<file path="src/rtl/mem_pkg.sv">
// Shared definitions for the memory router: access widths, fault cause codes and FSM states.
package mem_pkg;

    localparam logic [1:0] MEM_B = 2'd0;
    localparam logic [1:0] MEM_H = 2'd1;
    localparam logic [1:0] MEM_W = 2'd2;

    typedef enum logic [2:0] {
        CAUSE_NONE       = 3'd0,
        CAUSE_UNMAPPED   = 3'd1,
        CAUSE_MISALIGNED = 3'd2,
        CAUSE_RO_WRITE   = 3'd3,
        CAUSE_TIMEOUT    = 3'd4,
        CAUSE_ILLEGAL    = 3'd5
    } fault_cause_e;

    typedef enum logic [1:0] {
        ST_IDLE   = 2'd0,
        ST_ACCESS = 2'd1,
        ST_RESP   = 2'd2,
        ST_FAULT  = 2'd3
    } state_e;

    function automatic logic is_misaligned(input logic [1:0] addr_lo, input logic [1:0] width);
        logic result;
        case (width)
            MEM_H:   result = addr_lo[0];
            MEM_W:   result = (addr_lo != 2'b00);
            default: result = 1'b0;
        endcase
        return result;
    endfunction

endpackage

</file>
<file path="src/rtl/mem_region_decode.sv">
// Combinational region decoder: finds the lowest-index region containing addr and classifies faults.
module mem_region_decode
    import mem_pkg::*;
#(
    parameter int                            NUM_REGIONS = 2,
    parameter int                            IDX_W       = 1,
    parameter logic [NUM_REGIONS*32-1:0]     REGION_BASE = {32'h0000_1000, 32'h0000_0000},
    parameter logic [NUM_REGIONS*32-1:0]     REGION_SIZE = {32'h0000_1000, 32'h0000_1000},
    parameter logic [NUM_REGIONS-1:0]        REGION_RO   = 2'b01
) (
    input  logic [31:0]      addr,
    input  logic [1:0]       width,
    input  logic             write,
    output logic [IDX_W-1:0] hit_idx,
    output logic             hit,
    output fault_cause_e     cause
);

    logic [NUM_REGIONS-1:0] hit_v_s;
    logic                   ro_sel_s;

    // 33-bit bounds so a region ending at 4 GiB never wraps around to zero
    for (genvar g = 0; g < NUM_REGIONS; g++) begin : g_hit
        assign hit_v_s[g] = ({1'b0, addr} >= {1'b0, REGION_BASE[g*32 +: 32]}) &&
                            ({1'b0, addr} <  ({1'b0, REGION_BASE[g*32 +: 32]} +
                                              {1'b0, REGION_SIZE[g*32 +: 32]}));
    end

    // Priority select (lowest index wins) and fault classification
    always_comb begin
        hit_idx  = '0;
        ro_sel_s = 1'b0;
        hit      = |hit_v_s;
        for (int i = NUM_REGIONS - 1; i >= 0; i--) begin
            hit_idx  = hit_v_s[i] ? IDX_W'(i)    : hit_idx;
            ro_sel_s = hit_v_s[i] ? REGION_RO[i] : ro_sel_s;
        end
        if (width == 2'b11) begin
            cause = CAUSE_ILLEGAL;
        end else if (!hit) begin
            cause = CAUSE_UNMAPPED;
        end else if (is_misaligned(addr[1:0], width)) begin
            cause = CAUSE_MISALIGNED;
        end else if (write && ro_sel_s) begin
            cause = CAUSE_RO_WRITE;
        end else begin
            cause = CAUSE_NONE;
        end
    end

endmodule

</file>
<file path="src/rtl/mem_router.sv">
// Routes the core's single memory port to one of NUM_REGIONS targets with protection,
// alignment checking, target timeout and fault reporting.
module mem_router
    import mem_pkg::*;
#(
    parameter int                            NUM_REGIONS = 2,
    parameter logic [NUM_REGIONS*32-1:0]     REGION_BASE = {32'h0000_1000, 32'h0000_0000},
    parameter logic [NUM_REGIONS*32-1:0]     REGION_SIZE = {32'h0000_1000, 32'h0000_1000},
    parameter logic [NUM_REGIONS-1:0]        REGION_RO   = 2'b01,
    parameter int                            TIMEOUT     = 16
) (
    input  logic                      clk,
    input  logic                      rst,
    input  logic [31:0]               mem_addr,
    input  logic                      mem_read_valid,
    input  logic                      mem_write_valid,
    input  logic [31:0]               mem_write_data,
    input  logic [1:0]                mem_width,
    output logic [31:0]               mem_read_data,
    output logic                      mem_ready,
    output logic                      mem_fault,
    output logic [2:0]                mem_fault_cause,
    output logic [NUM_REGIONS*32-1:0] tgt_addr,
    output logic [NUM_REGIONS-1:0]    tgt_read_valid,
    output logic [NUM_REGIONS-1:0]    tgt_write_valid,
    output logic [31:0]               tgt_write_data,
    output logic [1:0]                tgt_width,
    input  logic [NUM_REGIONS*32-1:0] tgt_read_data,
    input  logic [NUM_REGIONS-1:0]    tgt_ready
);

    localparam int          IDX_W        = (NUM_REGIONS > 1) ? $clog2(NUM_REGIONS) : 1;
    localparam bit          TIMEOUT_EN   = (TIMEOUT > 0);
    localparam logic [31:0] TIMEOUT_LAST = 32'(TIMEOUT - 1);

    state_e                 state_r, next_state_s;
    logic [IDX_W-1:0]       sel_r, strobe_sel_s, dec_idx_s;
    logic                   is_write_r, strobe_write_s;
    logic [31:0]            count_r;
    logic                   dec_hit_s;
    fault_cause_e           dec_cause_s, req_cause_s, fault_cause_s;
    logic                   req_s, sel_ready_s;
    logic [31:0]            sel_rdata_s;
    logic [NUM_REGIONS-1:0] next_rv_s, next_wv_s;

    mem_region_decode #(
        .NUM_REGIONS (NUM_REGIONS),
        .IDX_W       (IDX_W),
        .REGION_BASE (REGION_BASE),
        .REGION_SIZE (REGION_SIZE),
        .REGION_RO   (REGION_RO)
    ) u_decode (
        .addr    (mem_addr),
        .width   (mem_width),
        .write   (mem_write_valid),
        .hit_idx (dec_idx_s),
        .hit     (dec_hit_s),
        .cause   (dec_cause_s)
    );

    assign req_s       = mem_read_valid | mem_write_valid;
    assign req_cause_s = (mem_read_valid && mem_write_valid) ? CAUSE_ILLEGAL : dec_cause_s;
    assign sel_ready_s = tgt_ready[sel_r];
    assign sel_rdata_s = tgt_read_data[sel_r*32 +: 32];

    // Next-state, fault cause and next target strobes
    always_comb begin
        next_state_s   = state_r;
        fault_cause_s  = CAUSE_NONE;
        next_rv_s      = '0;
        next_wv_s      = '0;
        strobe_sel_s   = (state_r == ST_IDLE) ? dec_idx_s : sel_r;
        strobe_write_s = (state_r == ST_IDLE) ? mem_write_valid : is_write_r;
        case (state_r)
            ST_IDLE: begin
                if (!req_s) begin
                    next_state_s = ST_IDLE;
                end else if (req_cause_s != CAUSE_NONE) begin
                    next_state_s  = ST_FAULT;
                    fault_cause_s = req_cause_s;
                end else begin
                    next_state_s = ST_ACCESS;
                end
            end
            ST_ACCESS: begin
                if (sel_ready_s) begin
                    next_state_s = ST_RESP;
                end else if (TIMEOUT_EN && (count_r == TIMEOUT_LAST)) begin
                    next_state_s  = ST_FAULT;
                    fault_cause_s = CAUSE_TIMEOUT;
                end else begin
                    next_state_s = ST_ACCESS;
                end
            end
            ST_RESP:  next_state_s = ST_IDLE;
            ST_FAULT: next_state_s = ST_IDLE;
            default:  next_state_s = ST_IDLE;
        endcase
        if (next_state_s == ST_ACCESS) begin
            next_rv_s[strobe_sel_s] = !strobe_write_s;
            next_wv_s[strobe_sel_s] = strobe_write_s;
        end else begin
            next_rv_s = '0;
            next_wv_s = '0;
        end
    end

    // State, request capture, timeout counter and registered outputs
    always_ff @(posedge clk) begin
        if (rst) begin
            state_r         <= ST_IDLE;
            sel_r           <= '0;
            is_write_r      <= 1'b0;
            count_r         <= 32'd0;
            mem_ready       <= 1'b0;
            mem_fault       <= 1'b0;
            mem_fault_cause <= 3'd0;
            mem_read_data   <= 32'd0;
            tgt_addr        <= '0;
            tgt_read_valid  <= '0;
            tgt_write_valid <= '0;
            tgt_write_data  <= 32'd0;
            tgt_width       <= 2'd0;
        end else begin
            state_r         <= next_state_s;
            mem_ready       <= (next_state_s == ST_RESP) || (next_state_s == ST_FAULT);
            mem_fault       <= (next_state_s == ST_FAULT);
            mem_fault_cause <= (next_state_s == ST_FAULT) ? fault_cause_s : 3'd0;
            mem_read_data   <= ((state_r == ST_ACCESS) && (next_state_s == ST_RESP) && !is_write_r)
                               ? sel_rdata_s : 32'd0;
            tgt_read_valid  <= next_rv_s;
            tgt_write_valid <= next_wv_s;
            if ((state_r == ST_IDLE) && (next_state_s == ST_ACCESS)) begin
                sel_r          <= dec_idx_s;
                is_write_r     <= mem_write_valid;
                tgt_write_data <= mem_write_data;
                tgt_width      <= mem_width;
                count_r        <= 32'd0;
                for (int i = 0; i < NUM_REGIONS; i++) begin
                    tgt_addr[i*32 +: 32] <= mem_addr - REGION_BASE[i*32 +: 32];
                end
            end else if (state_r == ST_ACCESS) begin
                count_r <= count_r + 32'd1;
            end
        end
    end

endmodule
</file>
<file path="config.mk">
export PLATFORM = sky130hd
export DESIGN_NAME = mem_router
export DESIGN_NICKNAME = d
export VERILOG_FILES = /design/src/rtl/mem_pkg.sv /design/src/rtl/mem_region_decode.sv /design/src/rtl/mem_router.sv
export SDC_FILE = /design/constraint.sdc
export NUM_CORES = 1
export LEC_CHECK = 0
export BUFFER_PORTS_ARGS = -buffer_cell sky130_fd_sc_hd__buf_2
export CAP_MARGIN = 20
export CORE_UTILIZATION = 25
export CTS_CLUSTER_SIZE = 8
export DETAILED_ROUTE_END_ITERATION = 16
export HOLD_SLACK_MARGIN = 0.05
export SYNTH_ARGS = -nofsm -noshare
export SYNTH_HDL_FRONTEND = slang
export SYNTH_SLANG_ARGS = --single-unit
</file>
<file path="constraint.sdc">
create_clock -name clk -period 4.15 [get_ports clk]
set_input_delay 0.6225 -clock clk [delete_from_list [all_inputs] [get_ports clk]]
set_output_delay 0.6225 -clock clk [all_outputs]
set_load 0.005 [all_outputs]
</file>
==> summary.md <==
| Metric | Value |
|---|---|
| Status | finished clean |
| Syn-to-layout area delta | 35.5% |
| Ys async rst share | 0% |
| Total grt overflow | 0 |
| Post-CTS Setup Bufs | 0 |
| Vias per inst | 4.29 |
| Root buf cell | clkbuf_16 |
| Critical Path AT | 2.76 ns |
| Worst Path Buf+Inv | 2 |
| Cell row count | 57 |
| CTS H-tree depth | 4 |
| Minimum clock period | 2.44 ns |
| CORE AREA | approximately 24000 um^2 |
| Gr usage total | 13.8% |
| Min-delay worst type | in -> reg |
| DIE AREA | roughly 25000 um^2 |
| Fmax | 410 MHz |
| Largest net degree at the start of global routing | 54 |
| Num ports | 275 |
| Leak | 0.00368 uW |
| Clock latency at the later pin of the worst-skew pair | 0.42 ns |
| Initial antenna violation count | 1 |
| Post-CTS sizing | 0 |
| Cells after Synth | around 700 |
| Wire length per cell | 13.4 um |
| Largest stage delay, worst path | 0.59 ns |
| Reg area | 3240 um^2 |
| Number of global-route vias before repair | 5340 |
| Antenna violation net count after detailed routing | 0 |
| CTS tree | yes |
| Footprint of the multi-input gates | 2670 um^2 |
| Routability Congestion | 0.823 |
| EDFF count, synth | 0 |
| Clk_skew | 0.0166 ns |
| CP Capture Type | flop |
| RSZ-0062 raised after global routing | no |
| Highest fanout seen on the critical path | 20 |
| Yosys warning count | 0 |
| Max_cap viols | 0 |
| Final setup fails | 0 |
| Fin. max-slew vios | 0 |
| Hold path startpoint | tgt_read_data[26] |
| Reg2Reg Launch Point | state_r[0]$_SDFF_PP0_ |
| DIE WIDTH | ~160 um |
| Period utilisation layout | 58.8% |
| Synth Net Count | ~840 |
| Filler cells | approximately 2600 |
| Most common cell after layout, fill and taps aside | buf_2 |
| Clock tree buffer depth | 2 |
| Kind of critical path | in -> reg |
| Seq/Total Area, Yosys | 52.3% |
| Synthesized area | between 6000 and 7000 um^2 |
| CP Launch Type | input pin |
| Cell Pwr Density | 396 nW/um^2 |
| Yosys cell types | 44 |
| Worst EP required | roughly 4.5 ns |
| Final hold vios | 0 |
| Crit-path leading delay family | simple AND/OR/NAND/NOR gates |
| Post-Route WL | 17200 um |
| Slew @ Worst Pin | 0.871 ns |
| Most frequent cells in the layout | buf_2, dfxtp_1, nand2_1, nor2_1, a21oi_1 |
| First drt pass iteration count | 4 |
| Avg Synthesized Cell Area | 8.92 um^2 |
| Final Power | 3320 uW |
| Worst slew margin | 40.4% |
| Clock sink count | 162 |
| Ys flop type | dfxtp_1 |
| Flops & latches, synth | around 160 |
| Nets | 1088 |
| CTS Buf Count | 17 |
| Die H | 159 um |
| DR vias | approximately 5500 |
| Post-DP HPWL | around 13000 um |
| CP Cell Sequence | buf_2 -> nor4_1 -> and4_1 -> and4_2 -> buf_4 -> a31oi_2 -> o21a_1 |
| Peak VDD IR | 0.000208 V |
| Initial drt markers | between 200 and 300 |
| Layout cells sized above 1 | 33.5% |
| Number of hold buffers added after CTS | 0 |
| IO buf count | 274 |
| Worst-path clk slew | approximately 0.07 ns |
| Critical path's slowest cell | nor4_1 |
| First-pass GRT wire length | between 20000 and 30000 um |
| Worst Setup SP | mem_addr[16] |
| DRC | 0 |
| Starting density of the core | between 20% and 30% |
| Fin Setup TNS | 0 ns |
[Yosys cell counts, types with 13 or more instances]
cell type    n  area share (%)
nor2_1      93             5.6
a21oi_1     55             4.4
xnor2_1     13             1.8
dfxtp_1    162              52
nor4_1      15             1.5
nor3_1      17             1.4
buf_4       13             1.6
and2_1      26             2.6
nand3_1     15             1.2
mux2i_1     34             5.5
clkbuf_1    20             1.2
xor2_1      17             2.4
nand4_1     14             1.4
nand2_1    113             6.8
[path summary, 6_finish.rpt]
path / end / slack (ns) / depth (start not counted)
max reg2reg: count_r[31]$_SDFFE_PP0P_ / 1.88 / 5
max: tgt_addr[51]$_SDFFE_PP0P_ / 1.71 / 7
min: mem_read_data[26]$_SDFF_PP0_ / 0.43 / 3
min reg2reg: tgt_write_data[17]$_SDFFE_PP0P_ / 0.45 / 2
[logic make-up after synthesis]
family	count (synthesis)	share of synthesized area, %
xor+xnor	30	4.24
compound gates	82	7.89
fa+ha+maj	5	1.01
flops	162	52.3
simple gates	323	24.2
mux	35	5.67
buf+inv	58	4.60
[stage by stage]
step	setup slack [ns]	cell area [um^2]	utilization [%]	cells	hold WS [ns]
6_report	1.71	8390	34.5	1284	0.431
5_1_grt	1.47	8390	34.5	1283	0.419
4_1_cts	1.71	8380	34.5	1282	0.408
3_5_place_dp	1.26	7800	32.1	1251	0.439
3_3_place_gp	1.31	7800	32.1	1251	0.437
2_1_floorplan	1.95	6200	-	695	0.453
[state kept, by name (all words and copies together), names as in the netlist]
| signal | count |
|---|---|
| mem_fault | 1 |
| tgt_width | 2 |
| tgt_write_valid | 2 |
| tgt_write_data | 32 |
| is_write_r | 1 |
| mem_fault_cause | 3 |
| state_r | 1 |
| tgt_read_valid | 2 |
| mem_ready | 1 |
| mem_read_data | 32 |
| tgt_addr | 52 |
| sel_r | 1 |
| count_r | 32 |
[routing by layer]
metal,up-vias,GRT usage (%),wire [um]
li1,2820,-,-
met1,2464,15.4,7210
met2,200,24.1,8530
met3,25,4.40,1080
met4,0,6.12,379
met5,-,0,0
[cell type report]
type,instances,share of cell area [%]
multi-input cells,475,31.8
clock inverters,13,1.76
clock buffers,18,5.23
inverters,7,0.313
repair buffers,284,17.4
flip-flops and latches,162,38.6
well taps,324,4.83
diodes,1,0.0298
[power by group]
group | internal, uW | switching, uW | leakage [uW]
combinational | 83.6 | 97.6 | 0.00208
clock | 912 | 655 | 0.000294
sequential | 1570 | 7.37 | 0.00131
[tightest hold or removal path, stage by stage]
cell	delay, ns
buf_2	0.07
mux2i_1	0.05
nor2_1	0.07
Power figures use the tool's default switching activity.
